File: src/rtl/cpu_ctrl_pkg.sv
// Shared opcodes and state encodings for the CPU run/halt/step controller.
package cpu_ctrl_pkg;

  localparam logic [1:0] OP_HALT  = 2'b00;
  localparam logic [1:0] OP_RUN   = 2'b01;
  localparam logic [1:0] OP_STEP  = 2'b10;
  localparam logic [1:0] OP_CLEAR = 2'b11;

  typedef enum logic [1:0] {
    ST_HALTED = 2'b00,
    ST_RUN    = 2'b01,
    ST_STEP   = 2'b10
  } state_t;

endpackage

File: src/rtl/cycle_counter.sv
// Free-running counter of enabled core cycles; wraps, never saturates.
module cycle_counter #(
  parameter int CNT_W = 32
) (
  input  logic             clock,
  input  logic             reset,
  input  logic             clear,
  input  logic             enable,
  output logic [CNT_W-1:0] count
);

  logic [CNT_W-1:0] count_r;

  // Count register: clear wins over increment
  always_ff @(posedge clock or posedge reset) begin
    if (reset) begin
      count_r <= {CNT_W{1'b0}};
    end else if (clear) begin
      count_r <= {CNT_W{1'b0}};
    end else if (enable) begin
      count_r <= count_r + {{(CNT_W-1){1'b0}}, 1'b1};
    end
  end

  assign count = count_r;

endmodule

File: src/rtl/cpu_clock_ctrl.sv
// Run/halt/single-step controller producing the per-cycle core clock enable.
module cpu_clock_ctrl
  import cpu_ctrl_pkg::*;
#(
  parameter int PC_W   = 32,
  parameter int STEP_W = 16,
  parameter int CNT_W  = 32
) (
  input  logic              clock,
  input  logic              reset,
  input  logic              cmd_valid,
  output logic              cmd_ready,
  input  logic [1:0]        cmd_op,
  input  logic [STEP_W-1:0] cmd_steps,
  input  logic              bp_enable,
  input  logic [PC_W-1:0]   bp_addr,
  input  logic [PC_W-1:0]   pc,
  input  logic              core_halt_req,
  output logic              cpu_en,
  output logic [1:0]        state,
  output logic [STEP_W-1:0] steps_left,
  output logic [CNT_W-1:0]  cycle_count,
  output logic              bp_hit,
  output logic              core_halted,
  output logic              done_pulse
);

  localparam logic [STEP_W-1:0] STEP_ZERO = {STEP_W{1'b0}};
  localparam logic [STEP_W-1:0] STEP_ONE  = {{(STEP_W-1){1'b0}}, 1'b1};

  state_t            state_r, state_next;
  logic [STEP_W-1:0] steps_r, steps_next;
  logic              bp_hit_r, bp_hit_next;
  logic              core_halted_r, core_halted_next;
  logic              done_r, done_next;
  logic              skip_r, skip_next;
  logic              count_clear;
  logic              running;
  logic              halt_cmd;
  logic              bp_match;

  assign running   = (state_r != ST_HALTED);
  assign halt_cmd  = cmd_valid && (cmd_op == OP_HALT);
  assign bp_match  = bp_enable && (pc == bp_addr);
  assign cmd_ready = (state_r == ST_HALTED) || (cmd_op == OP_HALT);
  // skip_r lets the first enabled cycle execute the instruction sitting on a breakpoint
  assign cpu_en    = running && !halt_cmd && !core_halt_req && !(bp_match && !skip_r);

  // Next-state: command acceptance while halted, stop arbitration while running
  always_comb begin
    state_next       = state_r;
    steps_next       = steps_r;
    bp_hit_next      = bp_hit_r;
    core_halted_next = core_halted_r;
    done_next        = 1'b0;
    skip_next        = skip_r;
    count_clear      = 1'b0;
    if (state_r == ST_HALTED) begin
      if (cmd_valid) begin
        case (cmd_op)
          OP_RUN: begin
            state_next       = ST_RUN;
            steps_next       = STEP_ZERO;
            skip_next        = 1'b1;
            bp_hit_next      = 1'b0;
            core_halted_next = 1'b0;
          end
          OP_STEP: begin
            bp_hit_next      = 1'b0;
            core_halted_next = 1'b0;
            if (cmd_steps == STEP_ZERO) begin
              done_next = 1'b1;
            end else begin
              state_next = ST_STEP;
              steps_next = cmd_steps;
              skip_next  = 1'b1;
            end
          end
          OP_CLEAR: begin
            count_clear      = 1'b1;
            bp_hit_next      = 1'b0;
            core_halted_next = 1'b0;
          end
          default: begin
          end
        endcase
      end else begin
      end
    end else begin
      if (cpu_en) begin
        skip_next = 1'b0;
      end else begin
        skip_next = skip_r;
      end
      // Stop sources in priority order; step exhaustion only when the core actually advanced
      if (halt_cmd) begin
        state_next = ST_HALTED;
        done_next  = 1'b1;
      end else if (core_halt_req) begin
        state_next       = ST_HALTED;
        core_halted_next = 1'b1;
        done_next        = 1'b1;
      end else if (bp_match && !skip_r) begin
        state_next  = ST_HALTED;
        bp_hit_next = 1'b1;
        done_next   = 1'b1;
      end else if (state_r == ST_STEP) begin
        if (steps_r == STEP_ONE) begin
          state_next = ST_HALTED;
          steps_next = STEP_ZERO;
          done_next  = 1'b1;
        end else begin
          steps_next = steps_r - STEP_ONE;
        end
      end else begin
      end
    end
  end

  // Controller state registers
  always_ff @(posedge clock or posedge reset) begin
    if (reset) begin
      state_r       <= ST_HALTED;
      steps_r       <= STEP_ZERO;
      bp_hit_r      <= 1'b0;
      core_halted_r <= 1'b0;
      done_r        <= 1'b0;
      skip_r        <= 1'b0;
    end else begin
      state_r       <= state_next;
      steps_r       <= steps_next;
      bp_hit_r      <= bp_hit_next;
      core_halted_r <= core_halted_next;
      done_r        <= done_next;
      skip_r        <= skip_next;
    end
  end

  cycle_counter #(
    .CNT_W (CNT_W)
  ) u_cnt (
    .clock  (clock),
    .reset  (reset),
    .clear  (count_clear),
    .enable (cpu_en),
    .count  (cycle_count)
  );

  assign state       = state_r;
  assign steps_left  = steps_r;
  assign bp_hit      = bp_hit_r;
  assign core_halted = core_halted_r;
  assign done_pulse  = done_r;

endmodule

File: config.mk
export PLATFORM = sky130hd
export DESIGN_NAME = cpu_clock_ctrl
export DESIGN_NICKNAME = d
export VERILOG_FILES = /design/src/rtl/cpu_ctrl_pkg.sv /design/src/rtl/cycle_counter.sv /design/src/rtl/cpu_clock_ctrl.sv
export SDC_FILE = /design/constraint.sdc
export NUM_CORES = 1
export LEC_CHECK = 0
export ABC_AREA = 1
export CORE_ASPECT_RATIO = 0.9
export CORE_MARGIN = 5
export CORE_UTILIZATION = 42
export CTS_CLUSTER_SIZE = 20
export DETAILED_ROUTE_END_ITERATION = 6
export PLACE_DENSITY_LB_ADDON = 0.3
export SYNTH_ARGS = -nofsm -noshare
export SYNTH_HDL_FRONTEND = slang
export SYNTH_HIERARCHICAL = 1
export SYNTH_SLANG_ARGS = --single-unit
File: constraint.sdc
create_clock -name clock -period 2 [get_ports clock]
set_input_delay 0.3 -clock clock [delete_from_list [all_inputs] [get_ports clock]]
set_output_delay 0.3 -clock clock [all_outputs]
set_load 0.005 [all_outputs]
==> impl_results.md <==
* Status: finished clean
* Sequential Power Share at 0.286
* Initial core utilization at 0.431
* Largest net degree at the start of global routing at 33
* Critical path's slowest cell: dfrtp_1
* Clk root buf: clkbuf_8
* Yosys reg bits at 54
* Yosys cell types at 39
* Clock share of power at 0.121
* Clk buf depth at 2
* First-pass GRT wire length at 21600 µm
* Dpl ws at -583 ps
* Top cell by count, worst path: nor2_1
* Setup-failing EPs final at 0
* Nets at ~960
* Pleak at around 0.0033 µW
* Sw Ratio at 0.424
* Die H at 104 µm
* Die area at around 0.012 mm²
* Ys Warns at 6
* IO Pins at 142
* Most frequent cells in the layout: nand2_1 (212), nor2_1 (112), inv_1 (95)
* Vias at between 4000 and 5000
* Max Freq at 0.508 GHz
* Startpoint types: flop
* Via density per instance at roughly 5.0
* R2R depth at 10
* Initial DRC Count at 288
* # rows at 34
* Seq/Total Area, Yosys at 0.325
* H-tree depth at 2
* Final wirelength at roughly 13000 µm
* TNS Setup at 0 ps
* Final Critical Period at slightly below 2000 ps
* P&R area growth vs syn at 50.9%
* Hold crit path type: in2async
* Sw Pwr at 2380 µW
* Cells after synthesis at approximately 670
* Placed Cells at about 970
* Tot Pwr at 5610 µW
* Synthesized area at slightly above 0.004 mm²
* Placeable Area at between 0.009 and 0.01 mm²
* Slew Limit Fails at 0
* RSZ-0062 raised after global routing: true
* CP required at ~2300 ps
* CTS Sinks at between 50 and 60
* Gr ovfl total at 0
* Worst R2R Start: state[0]$_DFFE_PP0P_
* Average size of a mapped cell at about 6.2 µm²
* CP Cell Sequence: or2_4 > nor4_4 > buf_4 > nor2_4 > buf_6 > nor3_4 > nand2_2 > nor2_1 > nor2_1 > nor2_1
* Crit-path max FO at 6
* CTS clk-pin slew, worst paths at roughly 110 ps
* Slew @ Worst Pin at approximately 430 ps
* Pwr dens at 895 mW/mm²
* Worst Setup End Kind: flop
* Worst-Skew Late Latency at approximately 320 ps
* Routed len/inst at ~13 µm
* RR Endpoint: u_cnt/count[25]$_DFFE_PP0P_
* Comb power frac at 0.593
* Max Cap Violations at 0
* Hold Fails Final Rpt at 0
* Dpl hpwl at about 11000 µm
* Clock Skew at 9.52 ps
* DRC errors left at 0
* Vias in the first global route at 4798
* Mapped Nets at around 760
* Rel. slew slack at 0.711
* Port Buf Inserts at 141
* Critical path arrival at between 2000 and 2500 ps
* Period utilization at 0.985
* Total GRT Usage at 0.215
* Peak VDD IR at approximately 0.00082 V
* Die X at about 110 µm
* TritonCTS clock tree: done
* TritonCTS buffer count at 5
* Antenna Cells at 0
* Antenna Nets Post-Route at 0
* Proportion of layout cells with a drive suffix above 1 at 0.143
* Initial antenna violation count at 0
* Crit path kind: reg2reg
* Setup WS post-layout at approximately 30 ps
* R2r setup slk at 30 ps
* Final std cells w/o fill at 994
* GP Congestion at 0.924
* Largest stage delay on the critical path at approximately 400 ps
* Commonest non-fill, non-tap cell in the layout: nand2_1
* Int Power at 3230 µW
* Pre-antenna DRT Iters at 5
per-stage QoR:
| step | utilization | instance area, µm² | hold slack, ps |
|---|---|---|---|
| final | 0.650 | 6270 | 347 |
| after global routing | 0.650 | 6270 | 354 |
| after CTS | 0.634 | 6120 | 350 |
| after detailed placement | 0.623 | 6010 | 469 |
| after global placement | 0.623 | 6010 | 467 |
| after floorplan | - | 4160 | 289 |
routing by layer:
| layer | share of wire | wire length, µm | vias to the layer above | GRT usage |
|---|---|---|---|---|
| li1 | - | - | 2471 | - |
| met1 | 0.41 | 5410 | 2300 | 0.264 |
| met2 | 0.52 | 6870 | 177 | 0.384 |
| met3 | 0.057 | 752 | 27 | 0.0361 |
| met4 | 0.017 | 230 | 0 | 0.0578 |
| met5 | 0 | 0 | - | 0 |
critical path: cells and delay by family, from the launching register on:
family | cells | cell delay [ps]
buf+inv | 2 | 290
simple gates | 8 | 1230
flops | 1 | 390
worst max path at each step:
stage | start | to | depth (start not counted)
after floorplan | state[1]$_DFFE_PP0P_ | u_cnt/count[26]$_DFFE_PP0P_ | 10
after global placement | pc[21] | u_cnt/count[10]$_DFFE_PP0P_ | 18
after detailed placement | pc[23] | u_cnt/count[10]$_DFFE_PP0P_ | 18
after CTS | pc[17] | u_cnt/count[31]$_DFFE_PP0P_ | 18
after global routing | state[0]$_DFFE_PP0P_ | u_cnt/count[25]$_DFFE_PP0P_ | 10
final | state[0]$_DFFE_PP0P_ | u_cnt/count[25]$_DFFE_PP0P_ | 10
sequential cells by signal, summed over array words and instances, names as in the netlist:
name,flops
steps_left,16
done_pulse,1
u_cnt/count,32
bp_hit,1
core_halted,1
skip_r,1
state,2
power groups by stage:
stage	registers [µW]	logic (µW)	clock network, µW
2_1_floorplan	1620	1740	0
3_3_place_gp	1610	3130	0
3_5_place_dp	1620	3180	0
4_1_cts	1600	3230	696
5_1_grt	1650	3660	734
6_report	1610	3330	680
logic make-up after synthesis:
family / after synthesis / synth area share
and+or+nand+nor: 424 / 0.434
AOI/OAI and AO/OA: 65 / 0.0924
adders and majority gates: 3 / 0.00903
buffers and inverters: 112 / 0.108
xor gates and xnor gates: 15 / 0.0316
DFF: 54 / 0.325
Yosys cell counts, drive strengths merged:
library cell	count	share of area
a22oi	4	0.0072
nor4	3	0.0045
or2	3	0.0045
and3	1	0.0015
o21ai	25	0.034
nand4	8	0.012
nand2	221	0.20
xnor2	10	0.021
a31oi	1	0.0015
xor2	5	0.011
a21o	1	0.0018
clkinv	1	0.0012
o22ai	4	0.0060
o31ai	1	0.0018
inv	104	0.094
nand3	40	0.051
a2bb2oi	2	0.0042
nor3	11	0.017
buf	7	0.013
ha	3	0.0090
a21oi	27	0.036
nor2	137	0.14
dfrtp	54	0.33
layout make-up:
cell class / count / area (µm²)
Clock buffer: 6 / 82.6
Fill cell: 840 / 3380
Sequential cell: 54 / 1350
Inverter: 105 / 395
Tap cell: 126 / 158
Clock inverter: 2 / 16.3
Timing Repair Buffer: 194 / 1840
Multi-Input combinational cell: 507 / 2430
what timing repair did:
action,4_1_cts,5_1_grt
setup endpoints to repair,31,47
hold buffers,0,0
buffers inserted,6,6
pin swaps,36,44
gates resized for setup,60,51
(Power assumes the default switching activity.)
